**src/rtl/top_with_mod.sv**
```systemverilog
// rtl/top_with_mod.sv - BPSK transmitter: serialises a captured word MSB-first onto a 16-sample sine carrier
module top_with_mod #(
  parameter int SAMPLES_PER_BIT = 32,
  parameter int DATA_W          = 64,
  parameter int AMP             = 255
) (
  input  logic                clk,
  input  logic                reset,
  input  logic                clk_carrier,
  input  logic                start,
  input  logic [DATA_W-1:0]   data_in,
  output logic                done,
  output logic signed [8:0]   mod_out,
  output logic                in_data
);

  localparam int SW = (SAMPLES_PER_BIT > 1) ? $clog2(SAMPLES_PER_BIT) : 1;
  localparam int BW = (DATA_W > 1) ? $clog2(DATA_W) : 1;
  localparam logic [SW-1:0] LAST_SAMPLE = SW'(SAMPLES_PER_BIT - 1);
  localparam logic [BW-1:0] LAST_BIT    = BW'(DATA_W - 1);

  typedef enum logic [1:0] {IDLE, TX, DONE} state_t;

  state_t                 state_q, state_d;
  logic [DATA_W-1:0]      shreg_q, shreg_d;
  logic [BW-1:0]          bit_cnt_q, bit_cnt_d;
  logic [SW-1:0]          sample_cnt_q, sample_cnt_d;
  logic [3:0]             phase_q, phase_d;
  logic                   done_q, done_d;
  logic signed [8:0]      mod_q, mod_d;
  logic signed [8:0]      carrier;

  // The carrier is derived from clk; the legacy carrier pin is deliberately left unconnected.
  logic unused_clk_carrier;
  assign unused_clk_carrier = clk_carrier;

  // Sine magnitudes held as 16-bit fractions so the table rescales with AMP.
  function automatic logic signed [8:0] sine_lut(input logic [3:0] ph);
    int frac;
    int mag;
    case (ph[2:0])
      3'd1, 3'd7: frac = 25080;
      3'd2, 3'd6: frac = 46341;
      3'd3, 3'd5: frac = 60547;
      3'd4:       frac = 65536;
      default:    frac = 0;
    endcase
    mag = (AMP * frac + 32768) >>> 16;
    sine_lut = ph[3] ? -9'(mag) : 9'(mag);
  endfunction

  assign carrier = sine_lut(phase_q);

  always_comb begin
    state_d      = state_q;
    shreg_d      = shreg_q;
    bit_cnt_d    = bit_cnt_q;
    sample_cnt_d = sample_cnt_q;
    phase_d      = phase_q;
    done_d       = done_q;
    mod_d        = 9'sd0;
    case (state_q)
      IDLE: begin
        done_d = 1'b0;
        if (start) begin
          shreg_d      = data_in;
          bit_cnt_d    = '0;
          sample_cnt_d = '0;
          phase_d      = 4'd0;
          state_d      = TX;
        end
      end
      TX: begin
        mod_d        = shreg_q[DATA_W-1] ? carrier : -carrier;
        phase_d      = phase_q + 4'd1;
        sample_cnt_d = sample_cnt_q + SW'(1);
        if (sample_cnt_q == LAST_SAMPLE) begin
          sample_cnt_d = '0;
          shreg_d      = shreg_q << 1;
          bit_cnt_d    = bit_cnt_q + BW'(1);
          if (bit_cnt_q == LAST_BIT) begin
            state_d = DONE;
            done_d  = 1'b1;
          end
        end
      end
      DONE: begin
        done_d = 1'b1;
        // Level-sensitive start: only a release re-arms the transmitter.
        if (!start) begin
          state_d = IDLE;
          done_d  = 1'b0;
        end
      end
      default: begin
        state_d = IDLE;
        done_d  = 1'b0;
      end
    endcase
  end

  always_ff @(posedge clk or negedge reset) begin
    if (!reset) begin
      state_q      <= IDLE;
      shreg_q      <= '0;
      bit_cnt_q    <= '0;
      sample_cnt_q <= '0;
      phase_q      <= 4'd0;
      done_q       <= 1'b0;
      mod_q        <= 9'sd0;
    end else begin
      state_q      <= state_d;
      shreg_q      <= shreg_d;
      bit_cnt_q    <= bit_cnt_d;
      sample_cnt_q <= sample_cnt_d;
      phase_q      <= phase_d;
      done_q       <= done_d;
      mod_q        <= mod_d;
    end
  end

  assign done    = done_q;
  assign mod_out = mod_q;
  assign in_data = shreg_q[DATA_W-1];

endmodule

```
**config.mk**
```make
export PLATFORM = sky130hd
export DESIGN_NAME = top_with_mod
export DESIGN_NICKNAME = d
export VERILOG_FILES = /design/src/rtl/top_with_mod.sv
export SDC_FILE = /design/constraint.sdc
export NUM_CORES = 1
export LEC_CHECK = 0
export BUFFER_PORTS_ARGS = -buffer_cell sky130_fd_sc_hd__buf_2
export CORE_ASPECT_RATIO = 0.9
export CORE_UTILIZATION = 62
export CTS_BUF_LIST = sky130_fd_sc_hd__clkbuf_4 sky130_fd_sc_hd__clkbuf_8
export DETAILED_ROUTE_END_ITERATION = 10
export PLACE_DENSITY = 0.89
export RECOVER_POWER = 50
export SYNTH_ARGS = -nofsm -noshare
export SYNTH_HDL_FRONTEND = slang
export SYNTH_SLANG_ARGS = --single-unit
```
**constraint.sdc**
```tcl
create_clock -name clk -period 8.1 [get_ports clk]
set_clock_uncertainty 0.2 [all_clocks]
set_input_delay 1.215 -clock clk [delete_from_list [all_inputs] [get_ports clk]]
set_output_delay 1.215 -clock clk [all_outputs]
set_load 0.01 [all_outputs]
```
=== After elaboration in Yosys (flattened, before gate mapping) ===
Cells that the tools add are included.

* Input port bits: 68
* Output and inout port bits: 11
* Word-level logic and storage cells: 62
* Bits in registers: 91

* Mux-type cells: 24
* Multiply operators: 1
* Equal/unequal tests: 15
* Reductions and logical operators: 9
* Add/sub/neg operators: 6

{| class="wikitable"
|+ Operators by type and width
! cell !! number
|-
| $mux W64 || 2
|-
| $pmux W64 S2 || 1
|-
| $pmux W17 S4 || 1
|-
| $mux W9 || 3
|-
| $add A25 B17 Y25 const B || 1
|-
| $mul A8 B17 Y25 const A || 1
|-
| $neg A9 Y9 || 2
|-
| $eq A3 B3 Y1 const B || 4
|-
| $mux W6 || 2
|-
| $pmux W6 S2 || 1
|-
| $mux W5 || 2
|-
| $pmux W5 S2 || 1
|-
| $mux W2 || 4
|-
| $ne A2 B2 Y1 const B || 4
|-
| $pmux W4 S2 || 1
|-
| $add A6 B1 Y6 const B || 1
|-
| $eq A3 B2 Y1 const B || 2
|-
| $eq A6 B6 Y1 const B || 1
|-
| $pmux W2 S3 || 1
|-
| $reduce_or A2 Y1 || 3
|-
| $add A5 B1 Y5 const B || 1
|-
| $eq A5 B5 Y1 const B || 1
|-
| $add A4 B1 Y4 const B || 1
|-
| $mux W4 || 1
|-
| other kinds (10) || 13
|}

=== Depth between registers and ports, before layout ===
* Depth after elaboration: 10
* Mapped depth: 31

=== Worst setup path before layout ===
No wires, ideal clock.

* Path kind: reg-to-reg
* Start point: reg phase_q[1]
* End point: reg mod_q[6], in the netlist mod_out[6]
* Buffers on the path: 1
* Data arrival time: 6453 ps
* Period minus slack after synthesis: 6784 ps
* Cell stages (with the launch flop): 29
* Data required time: 7769 ps
* Setup slack: 1316 ps
* Path through: dfrtp_1 inv_1 ha_1 mux2i_4 inv_1 nor2_1 inv_1 nor2_1 fa_1 inv_1 fa_1 fa_1 fa_1 ha_1 buf_4 a21oi_1 o211ai_1 o211ai_1 o41ai_1 a211oi_2 inv_1 ha_1 mux2_2 inv_1 ha_1 nand2_1 o41ai_1 xor2_1 nor2_1

* Word-level cells in the longest chain between the ends: 10

{| class="wikitable"
|+ Ends and longest elaborated chain
! element !! RTL line !! RTL
|-
| start, declared || 28 || <nowiki>logic [3:0] phase_q, phase_d;</nowiki>
|-
| start signal, assigned || 116 || <nowiki>phase_q <= phase_d;</nowiki>
|-
| $eq A3 B2 Y1 (tied with other cells) || 41 || <nowiki>case (ph[2:0])</nowiki>
|-
| $reduce_or A2 Y1 || 41 ||
|-
| $pmux W17 S4 (*) || 41 ||
|-
| $mul A8 B17 Y25 (*) || 48 || <nowiki>mag = (AMP * frac + 32768) >>> 16;</nowiki>
|-
| $add A25 B17 Y25 (*) || 48 ||
|-
| $neg A9 Y9 || 49 || <nowiki>sine_lut = ph[3] ? -9'(mag) : 9'(mag);</nowiki>
|-
| $mux W9 (*) || 49 ||
|-
| $neg A9 Y9 || 74 || <nowiki>mod_d = shreg_q[DATA_W-1] ? carrier : -carrier;</nowiki>
|-
| $mux W9 (*) || 74 ||
|-
| $mux W9 (*) || 62 || <nowiki>case (state_q)</nowiki>
|-
| named net mod_d[6] || 30 || <nowiki>logic signed [8:0] mod_q, mod_d;</nowiki>
|-
| end signal, assigned || 118 || <nowiki>mod_q <= mod_d;</nowiki>
|-
| end, declared || 30 ||
|}

The timed path passes the listed nets; every way through them passes the cells marked *.
A chain may end at the register's enable or synchronous reset.

=== Worst setup path in the final report ===
* Start point: reg phase_q[0]
* End point: reg mod_q[6], in the netlist mod_out[6]

The elaborated chain is that of the path after synthesis.

==> results.py <==
metrics = {
    "clocking": {
        "clk_latency_ps": 370,
        "clkTransAtPathRegs_ps": 90,
        "clockBufferDepth": 2,
        "post_cts_buffers": 0,
        "cts_tree": "built",
        "cts_buffers": 9,
        "h-tree-depth": 3,
        "cts_hold_buf": 0,
        "clock_sinks": 91,
        "cts-root-buf": "clkbuf_8",
    },
    "synth": {
        "yosysSeqAreaShare_pct": 29.98,
        "synth_area_per_cell_um2": 9.309,
        "ys_seq_elements": 91,
        "async_flop_share_pct": 100.0,
        "syn_nets": 996,
        "synthesis.area_mm2": 0.007596,
        "synth_edf_count": 0,
        "synth_cell_types": 66,
        "synth_flop_cell": "dfrtp_1",
        "ys_warn_count": 0,
        "syn_inst": 816,
    },
    "die": {
        "initial_utilization_pct": 65.11,
        "rows": 37,
        "io_pins": 79,
        "dieHeight_um": 107.0,
        "die_w_um": 118.7,
        "dieArea_mm2": 0.01270,
        "core_mm2": 0.01167,
    },
    "timing": {
        "worstMarginPinSlew_ps": 3691,
        "fmax_ghz": 0.1322,
        "setup_viol": 0,
        "fin_hold_ws_ps": 286.5,
        "slew_violations": 72,
        "fin_crit_ps": 7562,
        "fin_ws_ps": 537.8,
        "rsz0062_at_grt": "false",
        "tns_ps": 0,
        "timing.final.hold_violations": 0,
        "timing.slew.headroom_pct": -146.0,
        "finalCritPeriodShare_pct": 93.36,
    },
    "routing": {
        "dr.pass1.iters": 5,
        "vias": 5919,
        "remaining_drc_errors": 0,
        "wl_mm": 16.02,
        "drt_iter0_drc": 480,
        "via_per_inst": 5.697,
        "wl_per_cell_um": 15.42,
        "drtAntennaViolNets": 0,
    },
    "global_routing": {
        "grt_pass1_vias": 5824,
        "grtUsageTotal_pct": 26.90,
        "grt_first_pass_wirelength_mm": 27.21,
        "grt_max_degree": 130,
        "antenna_found_initial": 0,
        "grt-ovfl-total": 0,
    },
    "worst_setup_path": {
        "cp_slowest_cell": "fa_1",
        "critical_path_required_ps": 8140,
        "timing.rr.start": "phase_q[0]",
        "critical_path.max_stage_delay_ps": 540,
        "crit_type": "reg2reg",
        "path_delay_family": "adder cells",
        "crit_path_start_kind": "register",
        "end_kind": "register",
        "crit_path_frequent_cell": "inv_1",
        "path_buf_inv": 8,
        "crit_arrival_ps": 7600,
        "crit_path_max_fanout": 8,
        "critical_path.startpoint": "phase_q[0]",
    },
    "layout": {
        "post-route-cell-area_mm2": 0.008300,
        "syn_to_final_growth_pct": 9.274,
        "drive_above_1_share_pct": 13.70,
        "final_common_cell": "inv_1",
        "diodes": 0,
        "final_cell_mix": "inv_1, nand2_1, dfrtp_1",
        "nets": 1058,
    },
    "status": {
        "violations": "capacitance limit, slew limit",
        "outcome": "complete, but fails checks",
    },
    "run": {
        "maxCapViolations": 1,
    },
    "place": {
        "place_hpwl_mm": 12.14,
        "postPlaceCellArea_mm2": 0.008118,
        "dp_slack_ps": 585.6,
        "routabilityCongestion": 0.8921,
        "io_buffers": 77,
    },
    "pwr": {
        "totalPowerFinal_uw": 774.8,
        "power.leakage_nw": 4.510,
        "cellPowerDensity_mw_per_mm2": 93.34,
        "ir_worst_vdd_uv": 89.95,
    },
    "hold_path": {
        "hp-class": "reg2reg",
        "min_from": "shreg_q[58]",
    },
}
-- worst reg2reg max path: cells and delay by family, from the launching register on --
kind,cells,cell delay (ps)
simple gates,4,490
fa+ha+maj,8,2990
flops,1,460
mux,2,630
xor+xnor,1,200
buf+inv,8,910
compound gates,6,1540
-- cell families (layout without fill, tap and decap cells) --
kind of cell    Yosys count  after routing  share of synthesized area, %
simple gates            197            197                         11.45
flops                    91             91                         29.98
xor+xnor                 36             36                         4.579
compound gates          161            161                         13.75
mux                      74             74                         10.20
fa+ha+maj               112            112                         22.70
buf+inv                 145            212                         7.346
-- state kept, by name (all words and copies together), names as in the netlist --
name          flops
shreg_q          64
bit_cnt_q         6
state_q           2
phase_q           4
done              1
sample_cnt_q      5
mod_out           9
-- cell type report --
cell class              count  area, um2
well taps                 156      195.2
fillers                   829       3366
flip-flops and latches     91       2277
inverters                 112      420.4
multi-input cells         580       4790
repair buffers             84      431.7
clock inverters             6      48.80
clock buffers              10      137.6
-- layer usage --
layer | vias up | part of all wire (%) | global-route usage, %
li1 | 2869 | - | -
met1 | 2862 | 43 | 34.19
met2 | 159 | 50 | 46.24
met3 | 29 | 4.8 | 5.904
met4 | 0 | 1.9 | 7.776
met5 | - | 0 | 0
-- what timing repair did --
action                                  CTS  global route
gates resized for setup                   0             1
endpoints found under the setup margin    0             2
hold endpoints to repair                  0             0
-- report_power, final --
group | total (mW) | internal, mW | switching (mW) | leakage (nW)
clock network | 0.296 | 0.123 | 0.173 | 0.0908
logic | 0.0253 | 0.0118 | 0.0135 | 3.20
registers | 0.454 | 0.454 | 0 | 1.22
total | 0.775 | 0.589 | 0.186 | 4.51
-- path summary, 6_finish.rpt --
kind	endpoint	slack, ps	depth (start not counted)
max reg2reg	mod_out[6]	540	29
max	mod_out[6]	540	29
min reg2reg	shreg_q[58]	290	2
min in group asynchronous	shreg_q[19]	810	1
max in group asynchronous	phase_q[1]	2860	2
min	shreg_q[58]	290	2
-- per-stage QoR --
step | utilization, % | cells
3_5_place_dp | 69.58 | 1023
6_report | 71.15 | 1039
5_1_grt | 71.15 | 1039
2_1_floorplan | - | 816
3_3_place_gp | 69.58 | 1023
4_1_cts | 71.18 | 1039
-- cells in the mapped netlist, types with 3 or more instances --
| cell | instances | area (um2) |
|---|---|---|
| ha_1 | 69 | 863.3 |
| nor2_1 | 45 | 168.9 |
| nand3_1 | 12 | 60.06 |
| and3_1 | 6 | 37.54 |
| o21ai_0 | 82 | 410.4 |
| mux2_2 | 3 | 33.78 |
| inv_1 | 112 | 420.4 |
| xnor2_1 | 20 | 175.2 |
| a21oi_1 | 19 | 95.09 |
| xor2_1 | 14 | 122.6 |
| nand4_1 | 6 | 37.54 |
| o41ai_1 | 3 | 26.28 |
| mux2i_1 | 68 | 680.7 |
| fa_1 | 43 | 860.8 |
| nand2b_1 | 5 | 31.28 |
| o22ai_1 | 4 | 25.02 |
| o21a_1 | 3 | 22.52 |
| dfrtp_1 | 91 | 2277 |
| o211ai_1 | 6 | 45.04 |
| nor4_1 | 3 | 18.77 |
| clkbuf_1 | 28 | 105.1 |
| a31oi_1 | 3 | 18.77 |
| nor3_1 | 7 | 35.03 |
| nor2b_1 | 5 | 31.28 |
| or3_1 | 4 | 25.02 |
| a21o_1 | 4 | 30.03 |
| o21ai_1 | 5 | 25.02 |
| nand2_1 | 96 | 360.4 |
Power figures use the tool's default switching activity.
